File: src/rtl/simpleuart_axi_pkg.sv
// Shared definitions for the AXI4-Lite to simpleuart register bridge:
// register offsets, AXI response codes, FSM states and the window decoder.
package simpleuart_axi_pkg;

  localparam logic [3:0] UART_DIV_OFF = 4'h0;
  localparam logic [3:0] UART_DAT_OFF = 4'h4;

  localparam logic [1:0] RESP_OKAY   = 2'b00;
  localparam logic [1:0] RESP_SLVERR = 2'b10;

  typedef enum logic [2:0] {
    IDLE,
    WR_EXEC,
    WR_RESP,
    RD_EXEC,
    RD_RESP
  } bridge_state_t;

  typedef enum logic [1:0] {
    TGT_NONE,
    TGT_DIV,
    TGT_DAT
  } target_t;

  // Byte lanes addr[1:0] never select a register; only the word offset does.
  function automatic target_t decode_target(input logic [31:0] addr,
                                            input logic [31:0] base);
    target_t tgt;
    tgt = TGT_NONE;
    if (addr[31:4] == base[31:4]) begin
      if ({addr[3:2], 2'b00} == UART_DIV_OFF) begin
        tgt = TGT_DIV;
      end else if ({addr[3:2], 2'b00} == UART_DAT_OFF) begin
        tgt = TGT_DAT;
      end
    end
    return tgt;
  endfunction

endpackage

File: src/rtl/axi_simpleuart_bridge.sv
// AXI4-Lite slave driving the simpleuart divider/data register strobes,
// one transaction at a time, with a bounded wait on reg_dat_wait.
module axi_simpleuart_bridge
  import simpleuart_axi_pkg::*;
#(
  parameter logic [31:0] BASE_ADDR = 32'h0200_0000,
  parameter int unsigned TIMEOUT   = 1024
) (
  input  logic        clk,
  input  logic        resetn,

  input  logic [31:0] s_awaddr,
  input  logic        s_awvalid,
  output logic        s_awready,

  input  logic [31:0] s_wdata,
  input  logic [3:0]  s_wstrb,
  input  logic        s_wvalid,
  output logic        s_wready,

  output logic [1:0]  s_bresp,
  output logic        s_bvalid,
  input  logic        s_bready,

  input  logic [31:0] s_araddr,
  input  logic        s_arvalid,
  output logic        s_arready,

  output logic [31:0] s_rdata,
  output logic [1:0]  s_rresp,
  output logic        s_rvalid,
  input  logic        s_rready,

  output logic [3:0]  reg_div_we,
  output logic [31:0] reg_div_di,
  input  logic [31:0] reg_div_do,

  output logic        reg_dat_we,
  output logic        reg_dat_re,
  output logic [31:0] reg_dat_di,
  input  logic [31:0] reg_dat_do,
  input  logic        reg_dat_wait
);

  localparam int CNT_W = (TIMEOUT > 0) ? $clog2(TIMEOUT + 1) : 1;
  localparam logic [CNT_W-1:0] CNT_LAST = (TIMEOUT > 0) ? CNT_W'(TIMEOUT - 1) : '0;

  bridge_state_t    state;
  target_t          tgt;
  logic [CNT_W-1:0] wait_cnt;

  target_t wr_tgt;
  target_t rd_tgt;

  assign wr_tgt = decode_target(s_awaddr, BASE_ADDR);
  assign rd_tgt = decode_target(s_araddr, BASE_ADDR);

  // Readies are registered: a request seen in IDLE raises ready for exactly
  // one cycle, and the handshake on that cycle moves the FSM out of IDLE.
  always_ff @(posedge clk or negedge resetn) begin
    // NOTE: every register here is state, so all assignments are non-blocking
    // and every one of them has a reset value; there is no memory array to skip.
    if (!resetn) begin
      state      <= IDLE;
      tgt        <= TGT_NONE;
      wait_cnt   <= '0;
      s_awready  <= 1'b0;
      s_wready   <= 1'b0;
      s_arready  <= 1'b0;
      s_bvalid   <= 1'b0;
      s_bresp    <= RESP_OKAY;
      s_rvalid   <= 1'b0;
      s_rresp    <= RESP_OKAY;
      s_rdata    <= '0;
      reg_div_we <= '0;
      reg_div_di <= '0;
      reg_dat_we <= 1'b0;
      reg_dat_re <= 1'b0;
      reg_dat_di <= '0;
    end else begin
      case (state)
        IDLE: begin
          if (s_awready) begin
            s_awready <= 1'b0;
            s_wready  <= 1'b0;
            tgt       <= wr_tgt;
            wait_cnt  <= '0;
            if (wr_tgt == TGT_DIV) begin
              reg_div_we <= s_wstrb;
              reg_div_di <= s_wdata;
            end else if (wr_tgt == TGT_DAT && s_wstrb[0]) begin
              reg_dat_we <= 1'b1;
              reg_dat_di <= s_wdata;
            end
            state <= WR_EXEC;
          end else if (s_arready) begin
            s_arready <= 1'b0;
            tgt       <= rd_tgt;
            if (rd_tgt == TGT_DAT) begin
              reg_dat_re <= 1'b1;
            end
            state <= RD_EXEC;
          end else if (s_awvalid && s_wvalid) begin
            s_awready <= 1'b1;
            s_wready  <= 1'b1;
          end else if (s_arvalid) begin
            s_arready <= 1'b1;
          end
        end

        WR_EXEC: begin
          if (reg_dat_we) begin
            // simpleuart latches the byte on the first cycle wait is low.
            if (!reg_dat_wait) begin
              reg_dat_we <= 1'b0;
              wait_cnt   <= '0;
              s_bresp    <= RESP_OKAY;
              s_bvalid   <= 1'b1;
              state      <= WR_RESP;
            end else if (TIMEOUT != 0 && wait_cnt == CNT_LAST) begin
              reg_dat_we <= 1'b0;
              wait_cnt   <= '0;
              s_bresp    <= RESP_SLVERR;
              s_bvalid   <= 1'b1;
              state      <= WR_RESP;
            end else begin
              wait_cnt <= wait_cnt + 1'b1;
            end
          end else begin
            reg_div_we <= '0;
            s_bresp    <= (tgt == TGT_NONE) ? RESP_SLVERR : RESP_OKAY;
            s_bvalid   <= 1'b1;
            state      <= WR_RESP;
          end
        end

        WR_RESP: begin
          if (s_bready) begin
            s_bvalid <= 1'b0;
            state    <= IDLE;
          end
        end

        RD_EXEC: begin
          // reg_dat_re is high during this cycle only; reg_dat_do is valid now.
          reg_dat_re <= 1'b0;
          case (tgt)
            TGT_DIV: begin
              s_rdata <= reg_div_do;
              s_rresp <= RESP_OKAY;
            end
            TGT_DAT: begin
              s_rdata <= reg_dat_do;
              s_rresp <= RESP_OKAY;
            end
            default: begin
              s_rdata <= '0;
              s_rresp <= RESP_SLVERR;
            end
          endcase
          s_rvalid <= 1'b1;
          state    <= RD_RESP;
        end

        RD_RESP: begin
          if (s_rready) begin
            s_rvalid <= 1'b0;
            state    <= IDLE;
          end
        end

        default: state <= IDLE;
      endcase
    end
  end

endmodule

File: config.mk
export PLATFORM = sky130hd
export DESIGN_NAME = axi_simpleuart_bridge
export DESIGN_NICKNAME = d
export VERILOG_FILES = /design/src/rtl/simpleuart_axi_pkg.sv /design/src/rtl/axi_simpleuart_bridge.sv
export SDC_FILE = /design/constraint.sdc
export NUM_CORES = 1
export LEC_CHECK = 0
export CAP_MARGIN = 20
export CELL_PAD_IN_SITES_DETAIL_PLACEMENT = 0
export CELL_PAD_IN_SITES_GLOBAL_PLACEMENT = 2
export CORE_MARGIN = 10
export CORE_UTILIZATION = 35
export DETAILED_ROUTE_END_ITERATION = 12
export DONT_BUFFER_PORTS = 1
export PLACE_DENSITY = 0.73
export SLEW_MARGIN = 30
export SYNTH_ARGS = -nofsm -noshare
export SYNTH_HDL_FRONTEND = slang
export SYNTH_SLANG_ARGS = --single-unit
File: constraint.sdc
create_clock -name clk -period 2.7 [get_ports clk]
set_input_delay 0.54 -clock clk [delete_from_list [all_inputs] [get_ports clk]]
set_output_delay 0.54 -clock clk [all_outputs]
set_load 0.02 [all_outputs]
Word-level counts from Yosys, hierarchy flattened
Index checks and enable logic that the tools add are counted.
Cells by class
  $add $sub $neg: 1
  $mul: 0
  divide/modulo/power cells: 0
  order comparisons: 0
  equal/unequal tests: 29
  shifts and indexed selects: 0
  mux-type cells: 58
  bitwise logic cells: 2
  reduce and logical (&&, ||, !) cells: 26
Operators with widths (count)
  32-bit one-hot mux with 2 select lines: 1
  28-bit by 22-bit == test with 1-bit output, second input constant: 2
  11-bit 2-to-1 mux: 4
  2-bit 2-to-1 mux: 13
  2-bit != test, second input constant: 12
  1-bit 2-to-1 mux: 23
  11-bit one-hot mux with 2 select lines: 1
  3-bit 2-to-1 mux: 7
  4-bit AND reduction: 5
  3-bit one-hot mux with 5 select lines: 1
  4-bit 2-to-1 mux: 3
  3-bit AND reduction: 4
  2-bit nonzero test: 6
  11-bit by 1-bit adder with 11-bit output, second input constant: 1
  11-bit by 10-bit == test with 1-bit output, second input constant: 1
  2-bit by 1-bit == test with 1-bit output, second input constant: 4
  1-bit one-hot mux with 2 select lines: 4
  4-bit one-hot mux with 2 select lines: 1
  2-bit AND reduction: 4
  2-bit == test, second input constant: 3
  3-bit by 2-bit == test with 1-bit output, second input constant: 2
  2-bit zero test: 3
  4-bit != test, second input constant: 1
  3-bit by 1-bit == test with 1-bit output, second input constant: 1
  other kinds (7): 9
Storage, ports and cells
  register bits: 127
  latch bits: 0
  RAM bits: 0
  bits in read-only memories: 0
  input port bits: 172
  output and inout port bits: 111
  word-level logic and storage cells: 132
  memories: 0

Depth between registers and ports, before layout
  word-level depth: 10
  mapped depth: 8
  gate-level depth less buffers: 6

Worst setup path after synthesis
Ideal clock, no wire load.
  path type: input port to flip-flop
  start: input port s_awaddr[12]
  end: register reg_div_di[10]
  setup time: 0.125 ns
  data arrival time: 2.237 ns
  required time: 2.575 ns
  setup slack: 0.338 ns
  cell stages on the path: 5
  path buffers: 1
  cell sequence: or4_4 -> or4_4 -> nor2_8 -> buf_12 -> mux2_4
Between the ends
  cells in the longest elaborated chain, start to end: 4
Ends and longest elaborated chain
  from (decl): RTL line axi_simpleuart_bridge.sv:12  | input logic [31:0] s_awaddr,
  28-bit by 22-bit == test with 1-bit output: RTL line simpleuart_axi_pkg.sv:30  | if (addr[31:4] == base[31:4]) begin
  2-bit 2-to-1 mux: RTL line simpleuart_axi_pkg.sv:30
  2-bit by 1-bit == test with 1-bit output: RTL line axi_simpleuart_bridge.sv:88  | if (wr_tgt == TGT_DIV) begin
  3-bit AND reduction (no source line)
  to (signal assigned): RTL line axi_simpleuart_bridge.sv:90  | reg_div_di <= s_wdata;
  to (decl): RTL line axi_simpleuart_bridge.sv:35  | output logic [31:0] reg_div_di,
Every way passes these cells.
A chain may end at the register's enable or synchronous reset.

Worst setup path in the final report
  start: register state[0]
  end: register reg_dat_di[20]
Between the ends
  cells in the longest elaborated chain, start to end: 2
Ends and longest elaborated chain
  from (decl): RTL line axi_simpleuart_bridge.sv:48  | bridge_state_t state;
  from (signal assigned): RTL line axi_simpleuart_bridge.sv:64  | state <= IDLE;
  from (signal assigned): RTL line axi_simpleuart_bridge.sv:95  | state <= WR_EXEC;
  from (signal assigned): RTL line axi_simpleuart_bridge.sv:102  | state <= RD_EXEC;
  3-bit zero test: RTL line axi_simpleuart_bridge.sv:81  | case (state)
  4-bit AND reduction (no source line)
  to (signal assigned): RTL line axi_simpleuart_bridge.sv:93  | reg_dat_di <= s_wdata;
  to (decl): RTL line axi_simpleuart_bridge.sv:40  | output logic [31:0] reg_dat_di,
Every way passes these cells.

==> metrics.txt <==
status=finished, violations left; violated checks=negative hold slack; HP Class=in2async; fin crit period=2.26 ns; root buffer cell=clkbuf_16; crit end category=flop; Final #Nets=648; async set-reset flop share out of synthesis=100%; Synth warnings=0; R2R Path End=reg_dat_di[20]; die height=148 um; WL final=16,100 um; fin. max-slew vios=0; PwrDens=846 nW/um^2; total power=5.50 mW; fillcell total=1,521; Iteration-0 DRC Markers=186; port bufs=0; Clock transition at path regs=0.06 ns; vias in the first global route=4,101; WS Path Type=reg2reg; Core ar.=15,900 um^2; commonest non-fill, non-tap cell in the layout=dfrtp_1; I/O pins=283; final instance area=6510 um^2; Critical Path Start Type=flop; leak pwr=2.94 nW; Syn Area/Cell=12.1 um^2; CP required=2.99 ns; Max IR drop VDD=0.403 mV; worst r2r src=state[0]; cts bufs inserted=17; Max-Cap Viols=0; Area growth syn-to-layout=13.8%; DIE WIDTH=148 um; pin count of the biggest net entering global routing=126; residual DRC count=0; number of synthesized flops with an enable pin=0; Reg2Reg Depth=6; die area=21,800 um^2; Fin Setup TNS=0 ns; DR vias=3,840; CP endpoint=reg_dat_di[20]; initial antenna violation count=0; worst slew pin tran=0.664 ns; TritonRoute pass-1 iters=4; distinct cell type count of the synthesized netlist=43; slew margin rel.=55.5%; GPL Wtd Cong=0.720; most frequent cells in the layout=dfrtp_1, nor2_1, mux2_2, a22oi_1, a22o_1; Worst-Skew Late Latency=0.41 ns; Top FF cell, synth=dfrtp_1; Hold Fails Final Rpt=125; synthesized area=5720 um^2; WL per Instance=22.9 um; Tcrit/Tclk final=83.7%; RSZ-0062 raised after global routing=false; Util after Layout=40.8%; Initial Utilization=35.9%; first-pass GRT wire length=24,400 um; Antenna Cells=0; crit path launch=state[0]; Post-CTS Setup Inserts=0; H-tree depth reported by CTS=4; worst slack at placement=0.112 ns; post-DP HPWL=12,100 um; worst-case clock buffer depth=2; #FFs+latches synth=125; Hold Slack=-0.173 ns; register area share after synthesis=54.7%; Syn Inst Count=472; post-route ant nets=0; R2R setup slack=0.44 ns; placed inst area=5910 um^2; vias per inst=5.49; fmax=442 MHz; overall routing resource usage=14.1%; CP arrival=2.55 ns; Setup Skew=0.00835 ns; grt total ovfl=0; Final setup viols=0; worst-path maximum fanout=33; cts repair resizes=0; share of layout cells above drive strength 1=24.2%; Row Count=46; CTS tree=done; CTS sink count=125; final setup margin=0.439 ns
power breakdown:
part           internal [mW]  switching [mW]  leakage, nW
logic                  0.337           0.515        0.940
clock network           1.46           0.810        0.293
registers               2.03           0.344         1.71
cell type report:
class / instances / area [um^2] / area share [%]
clock buffer: 19 / 443 / 6.81
clock inverter: 12 / 145 / 2.23
inverter: 8 / 30.0 / 0.461
multi-input combinational: 310 / 2390 / 36.7
sequential: 125 / 3130 / 48.1
tap: 216 / 270 / 4.15
timing repair buffer: 10 / 100 / 1.54
synthesized netlist by cell type (2+ instances only):
master | instances | area, um^2
xnor2_1 | 7 | 61.3
nand4_1 | 9 | 56.3
o21a_1 | 2 | 15.0
or4_4 | 2 | 22.5
nor4_1 | 15 | 93.8
buf_12 | 3 | 60.1
nand2_1 | 24 | 90.1
nor4b_1 | 3 | 26.3
or4_1 | 2 | 15.0
a211o_1 | 2 | 17.5
a22oi_1 | 32 | 240
o221ai_1 | 2 | 17.5
ha_1 | 4 | 50.1
mux2_2 | 37 | 417
nor3_1 | 9 | 45.0
clkbuf_1 | 16 | 60.1
buf_2 | 2 | 10.0
dfrtp_1 | 125 | 3130
mux2_4 | 29 | 435
buf_1 | 3 | 11.3
inv_1 | 7 | 26.3
a21oi_1 | 4 | 20.0
nor2b_1 | 2 | 12.5
a22o_1 | 32 | 280
o2bb2ai_1 | 2 | 17.5
o21ai_0 | 10 | 50.1
nor2_1 | 54 | 203
buf_4 | 6 | 45.0
a31oi_1 | 3 | 18.8
nand3_1 | 11 | 55.1
worst max-delay path, stage by stage, from the launching register on:
cell and delay, ns:
dfrtp_1 0.54, nor2_1 0.10, a2111oi_2 0.49, nand3_1 0.22, nor2b_4 0.17, buf_12 0.22, mux2_2 0.37
flip-flops by register name (all words and copies together) (netlist names), 2 cells and up:
signal and cells:
reg_dat_di 32, reg_div_di 32, s_rdata 32, wait_cnt 11
reg_div_we 4, state 3, tgt 2
worst min-delay path by stage:
stage,from,cells past startpoint,to
2_1_floorplan,resetn,0,reg_dat_di[0]
3_3_place_gp,resetn,0,reg_dat_di[12]
3_5_place_dp,resetn,0,reg_dat_di[12]
4_1_cts,resetn,0,s_wready
5_1_grt,resetn,0,reg_dat_di[12]
6_report,resetn,0,reg_dat_di[12]
cell families after synthesis:
kind of cell    Yosys count  synth area share [%]
fa+ha+maj                 4                 0.876
buf+inv                  38                  3.79
flops                   125                  54.7
compound gates           93                  12.6
xor+xnor                  7                  1.07
other cells               1                0.0656
mux                      66                  14.9
simple gates            138                  12.0
through the flow:
| step | std cells | hold slack, ns |
|---|---|---|
| 2_1_floorplan | 473 | 0.244 |
| 3_3_place_gp | 669 | 0.248 |
| 3_5_place_dp | 669 | 0.248 |
| 4_1_cts | 700 | -0.200 |
| 5_1_grt | 700 | -0.204 |
| 6_report | 700 | -0.173 |
per-layer routing:
layer	global-route usage [%]	share of wire, %	wire (um)
met2	22.8	49	7830
met1	15.0	36	5840
met4	5.95	1.2	187
met5	0	0	0
met3	7.88	14	2190
Power figures use the tool's default switching activity.
